===== src/rtl/stopwatch_ctrl_if.sv =====
// Board-side bundle of the stopwatch front-end: raw buttons/switches in,
// conditioned enables, pulses and status out.
interface stopwatch_ctrl_if;
    logic btn_pause;
    logic btn_rst;
    logic sw_adj;
    logic sw_sel;
    logic en_1hz;
    logic en_2hz;
    logic blink_on;
    logic core_rst;
    logic pause_edge;
    logic adj;
    logic sel;
    logic run_led;

    // master: the controller itself; slave: the board / time core around it
    modport master (
        input  btn_pause, btn_rst, sw_adj, sw_sel,
        output en_1hz, en_2hz, blink_on, core_rst, pause_edge, adj, sel, run_led
    );

    modport slave (
        output btn_pause, btn_rst, sw_adj, sw_sel,
        input  en_1hz, en_2hz, blink_on, core_rst, pause_edge, adj, sel, run_led
    );
endinterface


===== src/rtl/stopwatch_ctrl.sv =====
// Stopwatch front-end: input synchronizers, button debouncers, phase-aligned
// 1 Hz / 2 Hz / blink enables, core reset / pause pulses and run-state mirror.
// Optional: define STOPWATCH_PAUSE_LOCK_EN to suppress pause_edge while adj=1.
`default_nettype none

module stopwatch_ctrl #(
    parameter int unsigned CLK_HZ      = 100_000_000,
    parameter int unsigned SAMPLE_HZ   = 1000,
    parameter int unsigned DEB_SAMPLES = 4
) (
    input  wire logic        clk,
    input  wire logic        rst,
    stopwatch_ctrl_if.master bus
);

    localparam int unsigned SAMP_DIV = CLK_HZ / SAMPLE_HZ;
    localparam int unsigned HALF_DIV = CLK_HZ / 2;
    localparam int          SAMP_W   = (SAMP_DIV > 1) ? $clog2(SAMP_DIV) : 1;
    localparam int          HALF_W   = (HALF_DIV > 1) ? $clog2(HALF_DIV) : 1;
    localparam int          DEB_W    = $clog2(DEB_SAMPLES + 1);

    localparam logic [SAMP_W-1:0] SAMP_LAST = SAMP_W'(SAMP_DIV - 1);
    localparam logic [HALF_W-1:0] HALF_LAST = HALF_W'(HALF_DIV - 1);
    localparam logic [DEB_W-1:0]  DEB_LAST  = DEB_W'(DEB_SAMPLES - 1);

    // Bit positions inside the synchronizer vectors.
    localparam int IDX_PAUSE = 0;
    localparam int IDX_RST   = 1;
    localparam int IDX_ADJ   = 2;
    localparam int IDX_SEL   = 3;

    typedef enum logic {
        RUN_PAUSED = 1'b0,
        RUN_ACTIVE = 1'b1
    } run_state_t;

    logic [3:0]            raw_in;
    logic [3:0]            sync_s1;
    logic [3:0]            sync_s2;
    logic [SAMP_W-1:0]     samp_cnt;
    logic                  samp_tick;
    logic [1:0]            deb_level;
    logic [1:0]            deb_level_d;
    logic [1:0][DEB_W-1:0] deb_cnt;
    logic                  adj_d;
    logic                  rst_d;
    logic                  pause_rise;
    logic                  btn_rst_rise;
    logic                  adj_rise;
    logic                  pause_fire;
    logic                  pause_edge_q;
    logic                  core_rst_q;
    logic [HALF_W-1:0]     d2;
    logic                  ph;
    logic                  en_2hz;
    logic                  realign;
    run_state_t            run_state;
    run_state_t            run_next;

    assign raw_in = {bus.sw_sel, bus.sw_adj, bus.btn_rst, bus.btn_pause};

    always_ff @(posedge clk) begin
        if (rst) begin
            sync_s1 <= '0;
            sync_s2 <= '0;
        end else begin
            // NOTE: non-blocking keeps s1 and s2 as two distinct flops; with
            // blocking assignments the chain would collapse into a single stage.
            sync_s1 <= raw_in;
            sync_s2 <= sync_s1;
        end
    end

    assign samp_tick = (samp_cnt == SAMP_LAST);

    always_ff @(posedge clk) begin
        if (rst || samp_tick) begin
            samp_cnt <= '0;
        end else begin
            samp_cnt <= samp_cnt + 1'b1;
        end
    end

    // A level flips only after DEB_SAMPLES consecutive differing samples.
    always_ff @(posedge clk) begin
        if (rst) begin
            deb_level <= '0;
            deb_cnt   <= '0;
        end else if (samp_tick) begin
            for (int i = 0; i < 2; i++) begin
                if (sync_s2[i] != deb_level[i]) begin
                    if (deb_cnt[i] == DEB_LAST) begin
                        deb_level[i] <= ~deb_level[i];
                        deb_cnt[i]   <= '0;
                    end else begin
                        deb_cnt[i] <= deb_cnt[i] + 1'b1;
                    end
                end else begin
                    deb_cnt[i] <= '0;
                end
            end
        end
    end

    always_ff @(posedge clk) begin
        if (rst) begin
            deb_level_d <= '0;
            adj_d       <= 1'b0;
        end else begin
            deb_level_d <= deb_level;
            adj_d       <= sync_s2[IDX_ADJ];
        end
    end

    // Remembers that rst was high at the previous edge, stretching core_rst by one cycle.
    always_ff @(posedge clk) begin
        rst_d <= rst;
    end

    assign pause_rise   = deb_level[IDX_PAUSE] & ~deb_level_d[IDX_PAUSE];
    assign btn_rst_rise = deb_level[IDX_RST] & ~deb_level_d[IDX_RST];
    assign adj_rise     = sync_s2[IDX_ADJ] & ~adj_d;

`ifdef STOPWATCH_PAUSE_LOCK_EN
    assign pause_fire = pause_rise & ~sync_s2[IDX_ADJ];
`else
    assign pause_fire = pause_rise;
`endif

    always_ff @(posedge clk) begin
        if (rst) begin
            pause_edge_q <= 1'b0;
            core_rst_q   <= 1'b1;
        end else begin
            pause_edge_q <= pause_fire;
            core_rst_q   <= rst_d | btn_rst_rise;
        end
    end

    // Entering adjust or resetting the core restarts the half-second period.
    assign en_2hz  = (d2 == HALF_LAST);
    assign realign = core_rst_q | adj_rise;

    always_ff @(posedge clk) begin
        if (rst || realign) begin
            d2 <= '0;
            ph <= 1'b0;
        end else if (en_2hz) begin
            d2 <= '0;
            ph <= ~ph;
        end else begin
            d2 <= d2 + 1'b1;
        end
    end

    always_ff @(posedge clk) begin
        if (rst) begin
            run_state <= RUN_ACTIVE;
        end else begin
            run_state <= run_next;
        end
    end

    always_comb begin
        // NOTE: default first so every path assigns run_next; no latch is inferred.
        run_next = run_state;
        if (core_rst_q) begin
            run_next = RUN_ACTIVE;
        end else if (pause_edge_q) begin
            run_next = (run_state == RUN_ACTIVE) ? RUN_PAUSED : RUN_ACTIVE;
        end
    end

    assign bus.en_2hz     = en_2hz;
    assign bus.en_1hz     = en_2hz & ph;
    assign bus.blink_on   = ~ph;
    assign bus.core_rst   = core_rst_q;
    assign bus.pause_edge = pause_edge_q;
    assign bus.adj        = sync_s2[IDX_ADJ];
    assign bus.sel        = sync_s2[IDX_SEL];
    assign bus.run_led    = (run_state == RUN_ACTIVE);

endmodule

`default_nettype wire


===== src/flat_wrapper.sv =====
// flat-port wrapper written by rule: the top's interface ports become plain ports
module stopwatch_ctrl_flat 
#(
    parameter int unsigned CLK_HZ      = 100_000_000,
    parameter int unsigned SAMPLE_HZ   = 1000,
    parameter int unsigned DEB_SAMPLES = 4
)
  (clk, rst, bus_btn_pause, bus_btn_rst, bus_sw_adj, bus_sw_sel, bus_en_1hz, bus_en_2hz, bus_blink_on, bus_core_rst, bus_pause_edge, bus_adj, bus_sel, bus_run_led);
  stopwatch_ctrl_if bus_i ();
  input  wire logic clk;
  input  wire logic rst;
  input wire logic [$bits(bus_i.btn_pause)-1:0] bus_btn_pause;
  input wire logic [$bits(bus_i.btn_rst)-1:0] bus_btn_rst;
  input wire logic [$bits(bus_i.sw_adj)-1:0] bus_sw_adj;
  input wire logic [$bits(bus_i.sw_sel)-1:0] bus_sw_sel;
  output wire logic [$bits(bus_i.en_1hz)-1:0] bus_en_1hz;
  output wire logic [$bits(bus_i.en_2hz)-1:0] bus_en_2hz;
  output wire logic [$bits(bus_i.blink_on)-1:0] bus_blink_on;
  output wire logic [$bits(bus_i.core_rst)-1:0] bus_core_rst;
  output wire logic [$bits(bus_i.pause_edge)-1:0] bus_pause_edge;
  output wire logic [$bits(bus_i.adj)-1:0] bus_adj;
  output wire logic [$bits(bus_i.sel)-1:0] bus_sel;
  output wire logic [$bits(bus_i.run_led)-1:0] bus_run_led;
  assign bus_i.btn_pause = bus_btn_pause;
  assign bus_i.btn_rst = bus_btn_rst;
  assign bus_i.sw_adj = bus_sw_adj;
  assign bus_i.sw_sel = bus_sw_sel;
  assign bus_en_1hz = bus_i.en_1hz;
  assign bus_en_2hz = bus_i.en_2hz;
  assign bus_blink_on = bus_i.blink_on;
  assign bus_core_rst = bus_i.core_rst;
  assign bus_pause_edge = bus_i.pause_edge;
  assign bus_adj = bus_i.adj;
  assign bus_sel = bus_i.sel;
  assign bus_run_led = bus_i.run_led;
  stopwatch_ctrl #(.CLK_HZ(CLK_HZ), .SAMPLE_HZ(SAMPLE_HZ), .DEB_SAMPLES(DEB_SAMPLES)) u_core (.clk(clk), .rst(rst), .bus(bus_i));
endmodule

===== config.mk =====
export PLATFORM = sky130hd
export DESIGN_NAME = stopwatch_ctrl_flat
export DESIGN_NICKNAME = d
export VERILOG_FILES = /design/src/rtl/stopwatch_ctrl_if.sv /design/src/rtl/stopwatch_ctrl.sv /design/src/flat_wrapper.sv
export SDC_FILE = /design/constraint.sdc
export NUM_CORES = 1
export LEC_CHECK = 0
export ABC_AREA = 0
export ABC_CLOCK_PERIOD_IN_PS = 3950
export CAP_MARGIN = 25
export CORE_ASPECT_RATIO = 1.4
export CORE_MARGIN = 2
export CORE_UTILIZATION = 35
export CTS_CLUSTER_DIAMETER = 50
export CTS_CLUSTER_SIZE = 14
export DETAILED_ROUTE_END_ITERATION = 10
export GPL_TIMING_DRIVEN = 1
export PLACE_DENSITY_LB_ADDON = 0.05
export SYNTH_ARGS = -nofsm -noshare
export SYNTH_HDL_FRONTEND = slang
export SYNTH_SLANG_ARGS = --single-unit

===== constraint.sdc =====
create_clock -name clk -period 3.95 [get_ports clk]
set_input_delay 0.395 -clock clk [delete_from_list [all_inputs] [get_ports clk]]
set_output_delay 0.395 -clock clk [all_outputs]
set_load 0.05 [all_outputs]

### Word-level counts from Yosys, hierarchy flattened

Cells that the tools add are included.
W data, S select, Z words.

| cells by class | value |
|---|---|
| equality and inequality tests | 6 |
| bitwise operators | 12 |
| reductions and logical operators | 6 |
| $add $sub $neg | 4 |
| multiplexer cells | 5 |

Operators with widths:

| operator | number |
|---|---|
| $add A26 B1 Y26 const B | 1 |
| $eq A26 B26 Y1 const B | 1 |
| $add A17 B1 Y17 const B | 1 |
| $eq A17 B17 Y1 const B | 1 |
| $mux W3 | 4 |
| $add A3 B1 Y3 const B | 2 |
| $eq A3 B2 Y1 const B | 2 |
| $not A1 Y1 | 6 |
| $reduce_and A3 Y1 | 2 |
| $and A1 B1 Y1 | 4 |
| $reduce_or A2 Y1 | 2 |
| $logic_or A1 B1 Y1 | 2 |
| $ne A1 B1 Y1 | 2 |
| $or A1 B1 Y1 | 2 |
| $mux W1 | 1 |

| storage, ports and cells | value |
|---|---|
| output and inout bits | 8 |
| bits of input ports | 6 |
| bits in registers | 67 |
| logic and storage cells | 48 |

### Logic depth before layout (Yosys ltp)

Gate-level depths: netlist of the first run.

| depth | value |
|---|---|
| word-level depth | 5 |
| depth in mapped cells | 8 |
| depth with buffers taken out | 6 |

### Least setup slack after synthesis of the first run

OpenSTA, ideal clock, no wires.

| timing | value |
|---|---|
| path kind | flip-flop to output port |
| start point | reg u_core.d2[0] |
| end point | out bus_en_1hz |
| data required time | 3.555 ns |
| stages on the path, launching flop included | 6 |
| arrival | 2.184 ns |
| slack | 1.371 ns |
| path buffers | 0 |
| cell sequence | dfxtp_1 > ha_1 > and4_4 > nand3_2 > nor4_4 > and2_1 |

| on the way | value |
|---|---|
| longest elaborated chain between the ends | 2 |

Ends and longest elaborated chain:

| element | RTL line | RTL |
|---|---|---|
| start, declared | stopwatch_ctrl.sv:53 | `logic [HALF_W-1:0] d2;` |
| start signal, assigned | stopwatch_ctrl.sv:152 | `d2 <= d2 + 1'b1;` |
| $eq A26 B26 Y1 | stopwatch_ctrl.sv:141 | `assign en_2hz = (d2 == HALF_LAST);` |
| named net bus_en_2hz | flat_wrapper.sv:17 | `output wire logic [$bits(bus_i.en_2hz)-1:0] bus_en_2hz;` |
| $and A1 B1 Y1 | stopwatch_ctrl.sv:175 | `assign bus.en_1hz = en_2hz & ph;` |
| end, declared | flat_wrapper.sv:16 | `output wire logic [$bits(bus_i.en_1hz)-1:0] bus_en_1hz;` |

The timed path passes the listed nets, and every way through them passes these cells.

### Worst setup path in the final report of the first run

| timing | value |
|---|---|
| start point | reg u_core.d2[0] |
| end point | out bus_en_1hz |

| on the way | value |
|---|---|
| longest elaborated chain between the ends | 2 |

Ends and longest elaborated chain:

| element | RTL line |
|---|---|
| $eq A26 B26 Y1 | stopwatch_ctrl.sv:141 |
| $and A1 B1 Y1 | stopwatch_ctrl.sv:175 |

Every way passes these cells.

==> out/qor.yml, run 1 <==
die_w_um: 79.3
hold_end: "u_core.bus.pause_edge"
grt_max_degree: 26
powerDensity_nw_per_um2: 413
tightest_slew_ps: 887
switchingPower_uw: 292
die_h_um: 109
io_pins: 14
grt_usage_pct: 13.1
relSlewSlack_pct: 40.9
r2r_slack_ps: 1570
yosys_most_used_dff: "dfxtp_1"
power.leakage_nw: 1.16
grt_pass1_wl_mm: 8.59
ys_warn_count: 0
vias_per_cell: 4.63
yosys.area.top_type: "dfxtp_1"
cts_tree: "done"
first_pass_iters: 4
pwr-share-seq_pct: 52.3
mostFrequentLayoutCells: "67 x dfxtp_1, 53 x nor2_1, 24 x nand3_1, 24 x xor2_1, 17 x xnor2_1"
antenna_found_initial: 0
status: "finished, final reports clean"
diodes: 0
worst-setup-path-type: "reg -> out"
ys_ff_latch: 67
worst_ep_arrival_time_ps: 2660
place.gp.congestion: 0.685
syn-num-nets: 309
r2r_start: "u_core.d2[0]"
setup_ws_ps: 900
totalNegativeSetupSlack_ps: 0
cts_buffer_depth: 2
wirelength_mm: 4.98
cp_max_fo: 4
fin_worst_skew_ps: 10.8
p_int_mw: 1.02
fin_crit_ps: 3050
finalHoldWorstSlack_ps: 382
cts_setup_buffers: 0
cts_sinks: 67
r2r_cells: 6
design_area_sq_um: 3180
clk_latency_ps: 340
synth_top_cell_area_share_pct: 48.3
drtIter0Drc: 65
die_area_sq_um: 8680
htree_levels: 3
async_reset_ff_share_pct: 0
synth_edf_count: 0
holdBufCountCts: 0
cts_root_buffer: "clkbuf_8"
crit_path_start_kind: "flip-flop"
required_ps: 3560
timing.fmax_mhz: 328
final_util_pct: 41.1
drv_slew: 0
finalSetupViolations: 0
min_from: "u_core.deb_level_d[0]"
overflow: 0
synthToLayoutAreaGrowth_pct: 14.5
cts_inserted_buffers: 9
drive_above_1_share_pct: 7.50
hold_depth: 1
num_rows: 38
grt_pass1_vias: 1863
period_share_pct: 77.2
cts-resized-gates: 0
synth_area_leaders: "dfxtp_1 48%, xor2_1 7.6%, nor2_1 7.2%, xnor2_1 5.4%, nand3_1 4.3%"
synth_cells: 299
rsz0062_at_grt: "no"
fin_nets: 325
power.share.combinational_pct: 2.5
ant_nets: 0
synthesis.area_sq_um: 2780
ir_drop_uv: 244
pre_cts_slack_ps: 1260
cap_violations: 0
layout.cells.most_common: "dfxtp_1"
drc_errors: 0
drt-wirelength-per-cell_um: 11.8
ys_types: 39
placed_area_sq_um: 2970
p_sw_share_pct: 22.2
hold_class: "reg -> reg"
vias: 1943
core_area_sq_um: 7750
hold_viol_final: 0
start_util_pct: 35.9
clkSlewWorstSetupHoldPaths_ps: 80
end_kind: "output port"
yosysSeqAreaShare_pct: 48.3
numPortBuffers: 13
avgSynthCellArea_sq_um: 9.29
r2r_end: "u_core.d2[9]"
pwr-share-clk_pct: 45.2
post-dp-hpwl_mm: 3.39
## cell usage after synthesis, types with 3 or more instances
cell type,n
dfxtp_1,67
nor2_1,53
nand3_1,24
xor2_1,24
xnor2_1,17
nand2_1,16
and3_1,14
nor2b_1,11
inv_1,8
nand4_1,7
a21oi_1,6
o21ai_0,5
clkbuf_1,4
ha_1,4
nand2b_1,3
nor3_1,3
or3_1,3
## layout make-up
type | count | area, sq um
clock inverter | 5 | 61.3
inverter | 8 | 30.0
multi-input combinational | 215 | 1340
timing repair buffer | 14 | 138
fill | 795 | 4570
tap | 100 | 125
sequential | 67 | 1340
clock buffer | 11 | 151
## worst max-delay path by stage
stage,from,cells after the start,slack (ps),to
global placement,u_core.d2[0],6,1300,bus_en_1hz
global route,u_core.d2[0],6,730,bus_en_1hz
CTS,u_core.d2[0],6,860,bus_en_1hz
detailed placement,u_core.d2[0],6,1260,bus_en_1hz
floorplan,u_core.d2[0],5,1370,bus_en_1hz
finish,u_core.d2[0],6,900,bus_en_1hz
## sequential cells by signal, summed over array words and instances, names as in the netlist
name,flops
u_core.deb_level,2
u_core.ph,1
u_core.bus.pause_edge,1
u_core.bus.core_rst,1
u_core.deb_level_d,2
u_core.d2,26
u_core.sync_s2,4
u_core.rst_d,1
u_core.sync_s1,4
u_core.deb_cnt,6
u_core.samp_cnt,17
u_core.bus.run_led,1
u_core.adj_d,1
## kinds of logic (layout without fill, tap and decap cells)
group,Yosys count,after routing,synth area share (%)
XOR/XNOR,41,41,12.9
flip-flops,67,67,48.3
buffers and inverters,17,38,3.69
multiplexers,2,2,0.720
adder cells (fa/ha/maj),4,4,1.80
AO/OA/AOI/OAI,11,11,1.98
AND/OR/NAND/NOR,157,157,30.6
## power by group through the flow
stage / combinational [mW] / clock, mW / sequential, mW
floorplan: 0.0196 / 0 / 0.707
global placement: 0.0336 / 0 / 0.703
detailed placement: 0.0339 / 0 / 0.704
CTS: 0.0340 / 0.621 / 0.688
global route: 0.0368 / 0.659 / 0.688
finish: 0.0329 / 0.594 / 0.688
## stage by stage
| step | total power [mW] | std cells |
|---|---|---|
| after floorplan | 0.727 | 299 |
| after global placement | 0.737 | 404 |
| after detailed placement | 0.737 | 404 |
| after CTS | 1.34 | 420 |
| after global routing | 1.38 | 420 |
| final | 1.31 | 420 |
## worst max-delay path, cell delays in order, from the launching register on
cell	delay [ps]
dfxtp_1	380
ha_1	240
and4_4	260
nand3_2	90
nor4_4	370
and2_1	170
clkdlybuf4s50_1	790
## per-layer routing
layer	track usage, %	part of all wire [%]	vias up
met5	0	0	-
met4	6.28	1.2	0
met3	4.68	2.8	5
met2	22.0	50	16
met1	14.6	46	886
li1	-	-	1036
Note: power is estimated with default switching activity, not from simulation.
==> run 2: changes to the inputs <==
ABC_CLOCK_PERIOD_IN_PS = 3100   (was 3950)
clock period = 3.1 ns   (was 3.95 ns; I/O delays follow)
==> out/qor.yml, run 2 (synthesis gave the netlist of run 1 again) <==
htree_levels: 3  # unchanged
placed_area_sq_um: 2980  # +0.51%
overflow: 0  # unchanged
vias_per_cell: 4.64  # +0.24%
die_h_um: 109  # unchanged
clkSlewWorstSetupHoldPaths_ps: 80  # about the same
layout.cells.most_common: "dfxtp_1"
die_w_um: 79.3  # unchanged
cts_buffer_depth: 2  # unchanged
largest_reg_flops: 26  # unchanged
setup.worst_path.start: "u_core.d2[0]"
status: "finished, final reports clean"
ir_drop_uv: 237  # -2.6%
grt_pass1_wl_mm: 8.79  # +2.3%
grt_usage_pct: 13.2  # +0.11 points
r2r_start: "u_core.d2[0]"
min_from: "u_core.deb_level_d[0]"
fin_crit_ps: 2870
cp_max_fo: 4  # unchanged
finalHoldWorstSlack_ps: 386  # +4.03 ps
path_buf_inv: 1  # unchanged
rsz0062_at_grt: "no"
largestRegisters: "u_core.d2 (26), u_core.samp_cnt (17), u_core.deb_cnt (6)"
cts-resized-gates: 0  # unchanged
wirelength_mm: 4.94  # -0.76%
die_area_sq_um: 8680  # unchanged
post-dp-hpwl_mm: 3.41  # +0.73%
hold_class: "reg -> reg"
totalNegativeSetupSlack_ps: 0  # unchanged
worst_ep_arrival_time_ps: 2560  # -100 ps
fin_worst_skew_ps: 14.7  # +3.88 ps
cp_slowest_cell: "clkdlybuf4s50_1"
drv_slew: 0  # unchanged
clk_latency_ps: 350  # about the same
start_util_pct: 35.9  # unchanged
p_sw_share_pct: 22.4  # +0.25 points
tightest_slew_ps: 592  # -294 ps
r2r_slack_ps: 810  # -760 ps
finalSetupViolations: 0  # unchanged
vias: 1957  # +0.72%
first_pass_iters: 4  # unchanged
max_stage_delay_ps: 860  # +70 ps
drtIter0Drc: 50  # -23%
pwr-share-clk_pct: 44.5  # -0.7 points
cap_violations: 0  # unchanged
drc_errors: 0  # unchanged
required_ps: 2790  # -770 ps
num_rows: 38  # unchanged
powerDensity_nw_per_um2: 519  # +26%
cts_tree: "done"
core_area_sq_um: 7750  # unchanged
drive_above_1_share_pct: 7.76  # +0.26 points
fin_nets: 327  # +0.62%
cts_inserted_buffers: 9  # unchanged
cts_sinks: 67  # unchanged
worst-setup-path-type: "reg -> out"
regMostFlops: "u_core.d2"
power.leakage_nw: 1.19  # +2.2%
timing.fmax_mhz: 348
final_util_pct: 41.2  # +0.11 points
relSlewSlack_pct: 60.5  # +20 points
mostFrequentLayoutCells: "67 x dfxtp_1, 53 x nor2_1, 24 x nand3_1, 24 x xor2_1, 17 x xnor2_1"
hold_viol_final: 0  # unchanged
diodes: 0  # unchanged
crit_path_start_kind: "flip-flop"
ant_nets: 0  # unchanged
path_cells: "ha_1, and4_4, nand3_2, nor4_4, clkdlybuf4s50_1"
drt-wirelength-per-cell_um: 11.7  # -1.2%
holdBufCountCts: 0  # unchanged
end_kind: "output port"
io_pins: 14  # unchanged
cts_setup_buffers: 0  # unchanged
pwr-share-seq_pct: 52.9  # +0.6 points
crit_family: "buffers and inverters"
period_share_pct: 92.6
grt_max_degree: 25  # -3.8%
grt_pass1_vias: 2017  # +8.3%
cts_root_buffer: "clkbuf_8"
numPortBuffers: 13  # unchanged
place.gp.congestion: 0.682  # -0.44%
synthToLayoutAreaGrowth_pct: 14.8
finalPower_mw: 1.66  # +26%
switchingPower_uw: 371  # +27%
antenna_found_initial: 0  # unchanged
p_int_mw: 1.28  # +26%
design_area_sq_um: 3190  # +0.28%
power.share.combinational_pct: 2.6  # about the same
-- run 2: cell types whose count changed in the layout (fill, tap and decap cells not counted) --
cell             before  now
buf_4                 1    3
clkbuf_1              0    1
clkbuf_8             11   10
clkdlybuf4s50_1      13   12
clkinv_4              1    2
clkinvlp_4            3    2
dlymetal6s2s_1        0    1
-- run 2: final cells by class --
| class | count | area, sq um |
|---|---|---|
| clock buffers | 11 | 141 |
| clock inverters | 5 | 62.6 |
| fillers | 797 | 4560 |
| inverters | 8 | 30.0 |
| multi-input cells | 215 | 1340 |
| flip-flops and latches | 67 | 1340 |
| well taps | 100 | 125 |
| repair buffers | 16 | 155 |
-- run 2: layer usage --
metal  up-vias  GRT usage, %  part of all wire [%]
li1       1033             -                     -
met1       903          14.3                    46
met2        12          23.0                    49
met3         9          3.94                   2.5
met4         0          7.02                   2.3
met5         -             0                     0
-- run 2: final timing paths --
path	end	cells after the start
hold reg to reg	u_core.bus.pause_edge	1
setup reg to reg	u_core.d2[24]	7
setup / recovery	bus_en_2hz	5
hold / removal	u_core.bus.pause_edge	1
-- run 2: through the flow --
| step | instances | setup slack (ps) |
|---|---|---|
| 2_1_floorplan | 299 | 606 |
| 3_3_place_gp | 406 | 517 |
| 3_5_place_dp | 406 | 476 |
| 4_1_cts | 422 | 71.8 |
| 5_1_grt | 422 | 70.4 |
| 6_report | 422 | 230 |
-- run 2: power groups by stage --
stage	logic (mW)	clock network [mW]	registers, mW
finish	0.0428	0.737	0.876
global route	0.0483	0.808	0.877
global placement	0.0438	0	0.896
detailed placement	0.0438	0	0.897
CTS	0.0440	0.775	0.876
floorplan	0.0249	0	0.901
